`config.mk`:
```
export PLATFORM = sky130hd
export DESIGN_NAME = boa_mul_iter
export DESIGN_NICKNAME = d
export VERILOG_FILES = /design/src/rtl/boa_mul_iter.sv
export SDC_FILE = /design/constraint.sdc
export NUM_CORES = 1
export LEC_CHECK = 0
export BUFFER_PORTS_ARGS = -buffer_cell sky130_fd_sc_hd__buf_4
export CAP_MARGIN = 20
export CELL_PAD_IN_SITES_DETAIL_PLACEMENT = 2
export CELL_PAD_IN_SITES_GLOBAL_PLACEMENT = 2
export CORE_MARGIN = 5
export CORE_UTILIZATION = 30
export DETAILED_ROUTE_END_ITERATION = 16
export PLACE_DENSITY_LB_ADDON = 0.1
export SYNTH_ARGS = -nofsm -noshare
export SYNTH_HDL_FRONTEND = slang
export SYNTH_SLANG_ARGS = --single-unit
```
`constraint.sdc`:
```
create_clock -name clk -period 14.3 [get_ports clk]
set_clock_uncertainty 0.1 [all_clocks]
set_input_delay 3.575 -clock clk [delete_from_list [all_inputs] [get_ports clk]]
set_output_delay 3.575 -clock clk [all_outputs]
set_load 0.005 [all_outputs]
```
`src/rtl/boa_mul_iter.sv`:
```
// boa_mul_iter: iterative shift-add multiplier for the MUL/MULH/MULHSU/MULHU family.
// The operands are converted to magnitudes. Each BUSY cycle retires bpc multiplier
// bits. A FIX cycle applies the result sign, and DONE holds the result until it is
// consumed.
//
// Ports:
//   clk, rst          clock and asynchronous active-high reset
//   flush             synchronous cancel of any operation in flight
//   d_valid/d_ready   operand handshake (lhs, rhs, u_lhs, u_rhs)
//   q_valid/q_ready   result handshake (q_res, 2*width bits)
//
// state  | meaning
// IDLE   | ready for operands
// BUSY   | accumulating partial products, width/bpc cycles
// FIX    | applying the result sign into q_res
// DONE   | result valid, waiting for q_ready
module boa_mul_iter #(
    parameter int width = 32,
    parameter int bpc   = 1
) (
    input  logic                 clk,
    input  logic                 rst,
    input  logic                 flush,
    input  logic                 d_valid,
    output logic                 d_ready,
    input  logic                 u_lhs,
    input  logic                 u_rhs,
    input  logic [width-1:0]     lhs,
    input  logic [width-1:0]     rhs,
    output logic                 q_valid,
    input  logic                 q_ready,
    output logic [2*width-1:0]   q_res
);
    localparam int ITERS = width / bpc;
    localparam int CW    = $clog2(ITERS + 1);
    localparam logic [width-1:0]   ONE_W  = 1;
    localparam logic [2*width-1:0] ONE_2W = 1;

    typedef enum logic [1:0] {S_IDLE, S_BUSY, S_FIX, S_DONE} state_t;

    state_t               r_state;
    state_t               w_next;
    logic [2*width-1:0]   r_acc;
    logic [2*width-1:0]   r_mcand;
    logic [width-1:0]     r_mplr;
    logic                 r_neg;
    logic [CW-1:0]        r_iter;
    logic [2*width-1:0]   r_q_res;

    logic                 w_sign_lhs;
    logic                 w_sign_rhs;
    logic [width-1:0]     w_lhs_mag;
    logic [width-1:0]     w_rhs_mag;
    logic                 w_load;
    logic [2*width-1:0]   w_pp;

    assign w_sign_lhs = !u_lhs && lhs[width-1];
    assign w_sign_rhs = !u_rhs && rhs[width-1];
    // The most negative value negates to itself, which is its correct magnitude
    // when it is read as unsigned.
    assign w_lhs_mag  = w_sign_lhs ? (~lhs + ONE_W) : lhs;
    assign w_rhs_mag  = w_sign_rhs ? (~rhs + ONE_W) : rhs;
    assign w_load     = (r_state == S_IDLE) && d_valid && !flush;

    // Multiplicand times the low bpc multiplier bits, formed by shift-add so that
    // no hard multiplier is inferred.
    always_comb begin
        w_pp = '0;
        for (int j = 0; j < bpc; j++) begin
            if (r_mplr[j]) begin
                w_pp = w_pp + (r_mcand << j);
            end
        end
    end

    always_ff @(posedge clk or posedge rst) begin
        if (rst) begin
            r_state <= S_IDLE;
        end else begin
            r_state <= w_next;
        end
    end

    always_comb begin
        w_next  = r_state;
        d_ready = 1'b0;
        q_valid = 1'b0;
        case (r_state)
            S_IDLE: begin
                d_ready = 1'b1;
                if (w_load) w_next = S_BUSY;
            end
            S_BUSY: begin
                if (r_iter == CW'(1)) w_next = S_FIX;
            end
            S_FIX: begin
                w_next = S_DONE;
            end
            S_DONE: begin
                q_valid = 1'b1;
                if (q_ready) w_next = S_IDLE;
            end
            default: begin
                w_next = S_IDLE;
            end
        endcase
        if (flush) w_next = S_IDLE;
    end

    always_ff @(posedge clk or posedge rst) begin
        if (rst) begin
            r_acc   <= '0;
            r_mcand <= '0;
            r_mplr  <= '0;
            r_neg   <= 1'b0;
            r_iter  <= '0;
            r_q_res <= '0;
        end else begin
            if (w_load) begin
                r_acc   <= '0;
                r_mcand <= {{width{1'b0}}, w_lhs_mag};
                r_mplr  <= w_rhs_mag;
                r_neg   <= w_sign_lhs ^ w_sign_rhs;
                r_iter  <= CW'(ITERS);
            end else if (r_state == S_BUSY && !flush) begin
                r_acc   <= r_acc + w_pp;
                r_mcand <= r_mcand << bpc;
                r_mplr  <= r_mplr >> bpc;
                r_iter  <= r_iter - CW'(1);
            end
            // A flush during FIX leaves the previous result in place.
            if (r_state == S_FIX && !flush) begin
                r_q_res <= r_neg ? (~r_acc + ONE_2W) : r_acc;
            end
        end
    end

    assign q_res = r_q_res;

endmodule

```
==> impl_metrics.toml, run 1 <==
[yosys]
syn-num-nets = 1997
ys_ff_latch = 233
synth_area_leaders = "dfrtp_1, o21ai_0, nand2_1"
ys_warn_count = 0
synthesis.area_um2 = 15600
yosysTopAreaCell = "dfrtp_1"
synth_ff_type = "dfrtp_1"
synth.distinct_cells = 62
synth_area_per_cell_um2 = 8.39
synthCells = 1853
synth_edf_count = 0
ys_seq_area_frac = 0.375
async_flop_share = 1.00
synth_top_area_frac = 0.375

[floorplan]
core_area_um2 = 51300
dieArea_um2 = 56500
die-height_um = 238
rows = 83
start_util = 0.303
die_x_um = 238
io_pins = 137

[sta]
rsz0062_at_grt = "no"
period_minus_slack_ns = 6.15
hold_violations = 0
max_freq_ghz = 0.163
worstMarginPinSlew_ns = 1.05
drv_slew = 0
slew_headroom = 0.281
finalSetupViolations = 0
fin_tns_setup_ns = 0
fin_crit_sh = 0.430

[cts]
cts_buffer_depth = 3
ctsHoldBuffers = 0
clkTransAtPathRegs_ns = 0.05
cts_resized = 0
clock_latency_ns = 0.53
ctsRootBufferMaster = "clkbuf_16"
postCtsSetupBuffers = 0
cts_sinks = 233
htreeDepth = 2
numCtsBuffers = 35
cts_tree = "built"

[critical_path]
crit_path_max_fanout = 5
startpoint_type = "primary input"
path_common_cell = "a21oi_1"
critPathRequiredTime_ns = 14.63
path_cells = "buf_4 -> nor4_1 -> nand4_1 -> or4_1 -> or3_1 -> nor3b_1 -> a21oi_1 -> nor2_1 -> a21oi_1 -> o21ai_0"
cp_slowest_cell = "nor4_1"
slowest_delay_ns = 0.61
crit_arrival_ns = 6.48
crit_type = "primary input to flip-flop"
crit_path_end_kind = "flip-flop"

[drt]
drtIter0Drc = 564
drtPass1Iterations = 5
vias = 13800
drc = 0
viasPerCell = 5.25
final_antenna_net_count = 0
routed_wl_mm = 52.6
routedWlPerCell_um = 20.0

[grt]
track_usage = 0.184
antenna_found_initial = 2
grt.overflow.total = 0
grt_pass1_wl_mm = 85.7
grt_max_degree = 104
grt_pass1_vias = 15200

[layout]
areaGrowthSynthToFinish_pct = 18.0
layout.cells.non_filler = 2630
seq_area_um2 = 5830
fillers = 5867
multi_input_area_um2 = 9220
layout-drive-gt1-share = 0.119
nets = 2070
post-route-util = 0.358
antenna_cells = 0
design_area_um2 = 18400

[status]
status = "completed"

[power_and_ir_drop]
ir_worst_vdd_uv = 121
power_per_cell_area_nw_per_um2 = 209
p_leak_uw = 0.00846

[placed_design]
place_area_um2 = 17100
dpl.cell_count = 2569
port-buffer-count = 136
place.gp.congestion = 0.843
dp_hpwl_mm = 39.2

[flow_run]
cap_violations = 0

[hold_path]
hp-class = "flip-flop to flip-flop"
## placed cells by master, fill, tap and decap left out, drive strengths merged, types with 4 or more instances in the layout
| cell | Yosys | layout |
|---|---|---|
| a21boi | 5 | 5 |
| o221ai | 4 | 4 |
| nand2 | 289 | 289 |
| dfrtp | 233 | 233 |
| and4 | 4 | 4 |
| a21o | 42 | 42 |
| bufinv | 0 | 5 |
| o21bai | 8 | 8 |
| clkinv | 0 | 6 |
| o211ai | 6 | 6 |
| a21oi | 104 | 104 |
| or3 | 21 | 21 |
| nor3b | 5 | 5 |
| nor4 | 13 | 13 |
| o31ai | 25 | 25 |
| nand2b | 13 | 13 |
| clkbuf | 107 | 50 |
| nor2 | 98 | 98 |
| and3 | 9 | 9 |
| or2 | 10 | 10 |
| o21ai | 235 | 235 |
| a211oi | 8 | 8 |
| nand4 | 27 | 27 |
| a31oi | 38 | 38 |
| inv | 30 | 30 |
| or4 | 18 | 18 |
| a22o | 34 | 34 |
| nand3 | 20 | 20 |
| a22oi | 37 | 37 |
| buf | 6 | 149 |
| and2 | 70 | 70 |
| ha | 72 | 72 |
| o41ai | 16 | 16 |
| xnor2 | 79 | 79 |
| nor2b | 11 | 11 |
| nor3 | 22 | 22 |
| xor2 | 103 | 103 |
## cell usage after synthesis (15+ instances only)
library cell / instances
a21oi_1: 101
o41ai_1: 15
or3_1: 20
a22oi_1: 37
nand2_1: 288
xor2_1: 103
nor2_1: 98
xnor2_1: 79
nand3_1: 20
nor3_1: 22
and2_1: 70
o21ai_0: 232
inv_1: 30
or4_1: 17
a22o_1: 34
o31ai_1: 24
clkbuf_1: 107
nand4_1: 27
a31oi_1: 38
ha_1: 72
dfrtp_1: 233
a21o_1: 42
## routing by layer
metal	vias to the layer above	global-route usage	wire, µm
met4	0	0.0485	1120
met1	6853	0.257	25800
met2	170	0.300	24000
met5	-	0	0
li1	6736	-	-
met3	61	0.0266	1690
## sequential cells by signal, summed over array words and instances (netlist names)
name,count
r_iter,6
q_res,64
r_state,2
r_acc,64
r_mplr,32
r_mcand,64
r_neg,1
## layout make-up
class / count / share of cell area
Clock buffer: 50 / 0.0564
Clock inverter: 11 / 0.0100
Inverter: 30 / 0.00654
Multi-Input combinational cell: 1477 / 0.502
Sequential cell: 233 / 0.318
Tap cell: 680 / 0.0463
Timing Repair Buffer: 149 / 0.0609
## critical path: cells and delay by family
kind | cells | cell delay, ns
AOI/OAI and AO/OA | 3 | 0.39
and+or+nand+nor | 6 | 2.40
buffers and inverters | 1 | 0.13
## cell families (layout without fill, tap and decap cells)
family / after synthesis / after routing / share of synthesized area
and+or+nand+nor: 632 / 632 / 0.192
buffers and inverters: 143 / 240 / 0.0347
AOI/OAI and AO/OA: 586 / 586 / 0.234
xor gates and xnor gates: 182 / 182 / 0.102
DFF: 233 / 233 / 0.375
muxes: 4 / 4 / 0.00265
adders and majority gates: 73 / 73 / 0.0592
## per-stage QoR
step                worst slack, ns  total power, µW  hold WS (ns)
global route                   7.80             4140         0.409
floorplan                      4.24             2260         0.350
global placement               7.59             2910         0.365
detailed placement             7.59             2970         0.376
finish                         8.15             3830         0.377
CTS                            8.15             3920         0.387
## power by group
| group | leakage [µW] | switching (µW) | internal, µW |
|---|---|---|---|
| registers | 0.00308 | 205 | 873 |
| clock network | 0.000602 | 320 | 591 |
| logic | 0.00478 | 1150 | 691 |
## final timing paths
kind	start	endpoint	slack (ns)	depth (start not counted)
worst max-delay path	lhs[3]	r_mcand[31]	8.15	10
worst min-delay path	q_res[42]	q_res[42]	0.38	2
worst max register to register	r_mplr[0]	r_acc[60]	9.41	14
worst min register to register	q_res[42]	q_res[42]	0.38	2
max in group asynchronous	rst	r_mcand[16]	8.75	4
min in group asynchronous	rst	q_res[24]	3.08	2
Power figures use the tool's default switching activity.
==> inputs of run 2 (changes only) <==
ABC_AREA = 1   (was default)
clock period = 5.7 ns   (was 14.3 ns; I/O delays follow)
==> run 2 against run 1 <==
Against the previous run: die area rose by 24%; non-clock buffer count rose by 5; sequential power rose to 2.6 times the previous value; global-route usage rose by 5.2 points; critical path type is now flip-flop to flip-flop; critical path depth rose by 6; core utilization fell by 0.92 points; sequential share of layout area fell by 5.7 points; combinational power rose to 3.6 times the previous value; highest routed layer unchanged; sequential cell count did not move; cell area rose by 22%.
==> impl_metrics.toml, run 2 <==
[status]
status = "completed"

[placed_design]
dp_hpwl_mm = 69.3
port-buffer-count = 136
place.gp.congestion = 0.893
place_area_um2 = 21300

[yosys]
synth-simple-area-share = 0.392
synth_ff_type = "dfrtp_1"
yosysTopAreaCell = "dfrtp_1"
synth_edf_count = 0
syn-num-nets = 3383
synth_top_family_by_area = "simple AND/OR/NAND/NOR gates"
synth_top_area_frac = 0.301
synthMuxAreaShare = 0
synth_area_per_cell_um2 = 5.98
async_flop_share = 1.00
synth_common_cells = "nand2_1, inv_1, nor2_1"
synthCells = 3239
ys_warn_count = 0
post-synth-top-count-cell = "nand2_1"
synthesis.area_um2 = 19400
ys_ff_latch = 233
synth-xor-area-share = 0.0176
synth_area_leaders = "dfrtp_1, nand2_1, inv_1"
synth_compound_area_frac = 0.105
synth.distinct_cells = 48
synthAdderAreaFrac = 0.0475
ys_seq_area_frac = 0.301

[sta]
slew_headroom = 0.304
max_freq_ghz = 0.281
period_minus_slack_ns = 3.56
worstMarginPinSlew_ns = 1.04
rsz0062_at_grt = "no"
finalSetupViolations = 0
hold_violations = 0
fin_tns_setup_ns = 0
fin_crit_sh = 0.624
drv_slew = 0

[hold_path]
hp-class = "flip-flop to flip-flop"
min_path_cells = 2

[power_and_ir_drop]
ir_worst_vdd_uv = 316
power_per_cell_area_nw_per_um2 = 515
p_leak_uw = 0.0127

[cts]
htreeDepth = 1
cts_buffer_depth = 3
cts_sinks = 233
postCtsSetupBuffers = 0
numCtsBuffers = 31
ctsHoldBuffers = 0
clkTransAtPathRegs_ns = 0.06
cts_tree = "built"
cts_resized = 0
ctsRootBufferMaster = "clkbuf_16"
clock_latency_ns = 0.61

[drt]
final_antenna_net_count = 0
drc = 0
routed_wl_mm = 84.6
routedWlPerCell_um = 20.0
drtIter0Drc = 809
viasPerCell = 4.96
vias = 21000
drtPass1Iterations = 5

[critical_path]
reg2reg_depth = 16
startpoint_type = "flip-flop"
critPathRequiredTime_ns = 6.10
crit_type = "flip-flop to flip-flop"
crit_path_end_kind = "flip-flop"
crit_arrival_ns = 3.95
crit_path_max_fanout = 36

[grt]
grt_max_degree = 112
antenna_found_initial = 2
grt.overflow.total = 0
track_usage = 0.236
grt_pass1_vias = 23000
grt_pass1_wl_mm = 132

[floorplan]
die-height_um = 264
die_x_um = 264
rows = 93
core_area_um2 = 64200
start_util = 0.302
io_pins = 137
dieArea_um2 = 69800

[layout]
design_area_um2 = 22400
nets = 3487
layout_commonest_cell = "nand2_1"
layout-drive-gt1-share = 0.0832
areaGrowthSynthToFinish_pct = 15.5
layout_common_cells = "nand2_1, inv_1, nor2_1"

[flow_run]
cap_violations = 0
[run 2: cell types whose count changed after synthesis, moves of 65 or more]
cell,before,now
inv_1,30,602
nand3_1,20,245
xnor2_1,79,6
o21ai_0,232,137
nor2_1,98,283
xor2_1,103,33
nand2_1,288,1177
and2_1,70,1
clkbuf_1,107,42
[run 2: per-stage QoR]
| step | utilization | std cells | hold WS, ns | total power (µW) | worst slack, ns |
|---|---|---|---|---|---|
| after global routing | 0.349 | 4224 | 0.403 | 12500 | 1.87 |
| after global placement | 0.332 | 4164 | 0.363 | 9240 | 1.80 |
| after CTS | 0.349 | 4222 | 0.385 | 11700 | 2.11 |
| after floorplan | - | 3239 | 0.349 | 6850 | 1.13 |
| final | 0.349 | 4224 | 0.380 | 11500 | 2.14 |
| after detailed placement | 0.332 | 4165 | 0.369 | 9520 | 1.72 |
[run 2: path summary, 6_finish.rpt]
kind | startpoint | end | slack, ns
worst max-delay path | r_mplr[0] | r_acc[48] | 2.14
worst min-delay path | q_res[43] | q_res[43] | 0.38
worst max register to register | r_mplr[0] | r_acc[48] | 2.14
worst min register to register | q_res[43] | q_res[43] | 0.38
max in group asynchronous | rst | q_res[58] | 3.53
min in group asynchronous | rst | r_acc[4] | 0.79
[run 2: metal layers]
metal,vias to the layer above,share of wire,GRT usage
met5,-,0,0
met4,0,0.023,0.0552
met3,81,0.033,0.0295
met2,268,0.48,0.413
met1,10400,0.47,0.312
li1,10300,-,-
[run 2: worst max-delay path: stages, from the launching register on]
cell and delay (ns):
dfrtp_2 0.75, buf_4 0.40, nand2_1 0.10, inv_1 0.14, ha_1 0.31, fa_1 0.34, nand3_1 0.10, nand3_1 0.15
nand2_1 0.08, nand2_1 0.16, nand2_1 0.07, nand2_1 0.20, nand3_1 0.20, nand3_1 0.13, nand2_1 0.05, nand3_1 0.08
nand2_1 0.06
[run 2: where the power goes]
| part | leakage (µW) | internal, µW | switching, µW |
|---|---|---|---|
| Combinational | 0.00917 | 2040 | 4630 |
| Sequential | 0.00305 | 2220 | 548 |
| Clock | 0.000522 | 1260 | 835 |
[run 2: cell families after synthesis]
kind of cell | Yosys count
compound gates | 359
xor+xnor | 39
fa+ha+maj | 73
buf+inv | 694
flops | 233
simple gates | 1841
[run 2: final cells by class]
class | instances | area [µm²]
well taps | 855 | 1070
clock inverters | 14 | 190
inverters | 611 | 2300
flip-flops and latches | 233 | 5830
repair buffers | 154 | 1180
multi-input cells | 2312 | 10900
diodes | 2 | 5.00
fillers | 8098 | 41800
clock buffers | 43 | 881
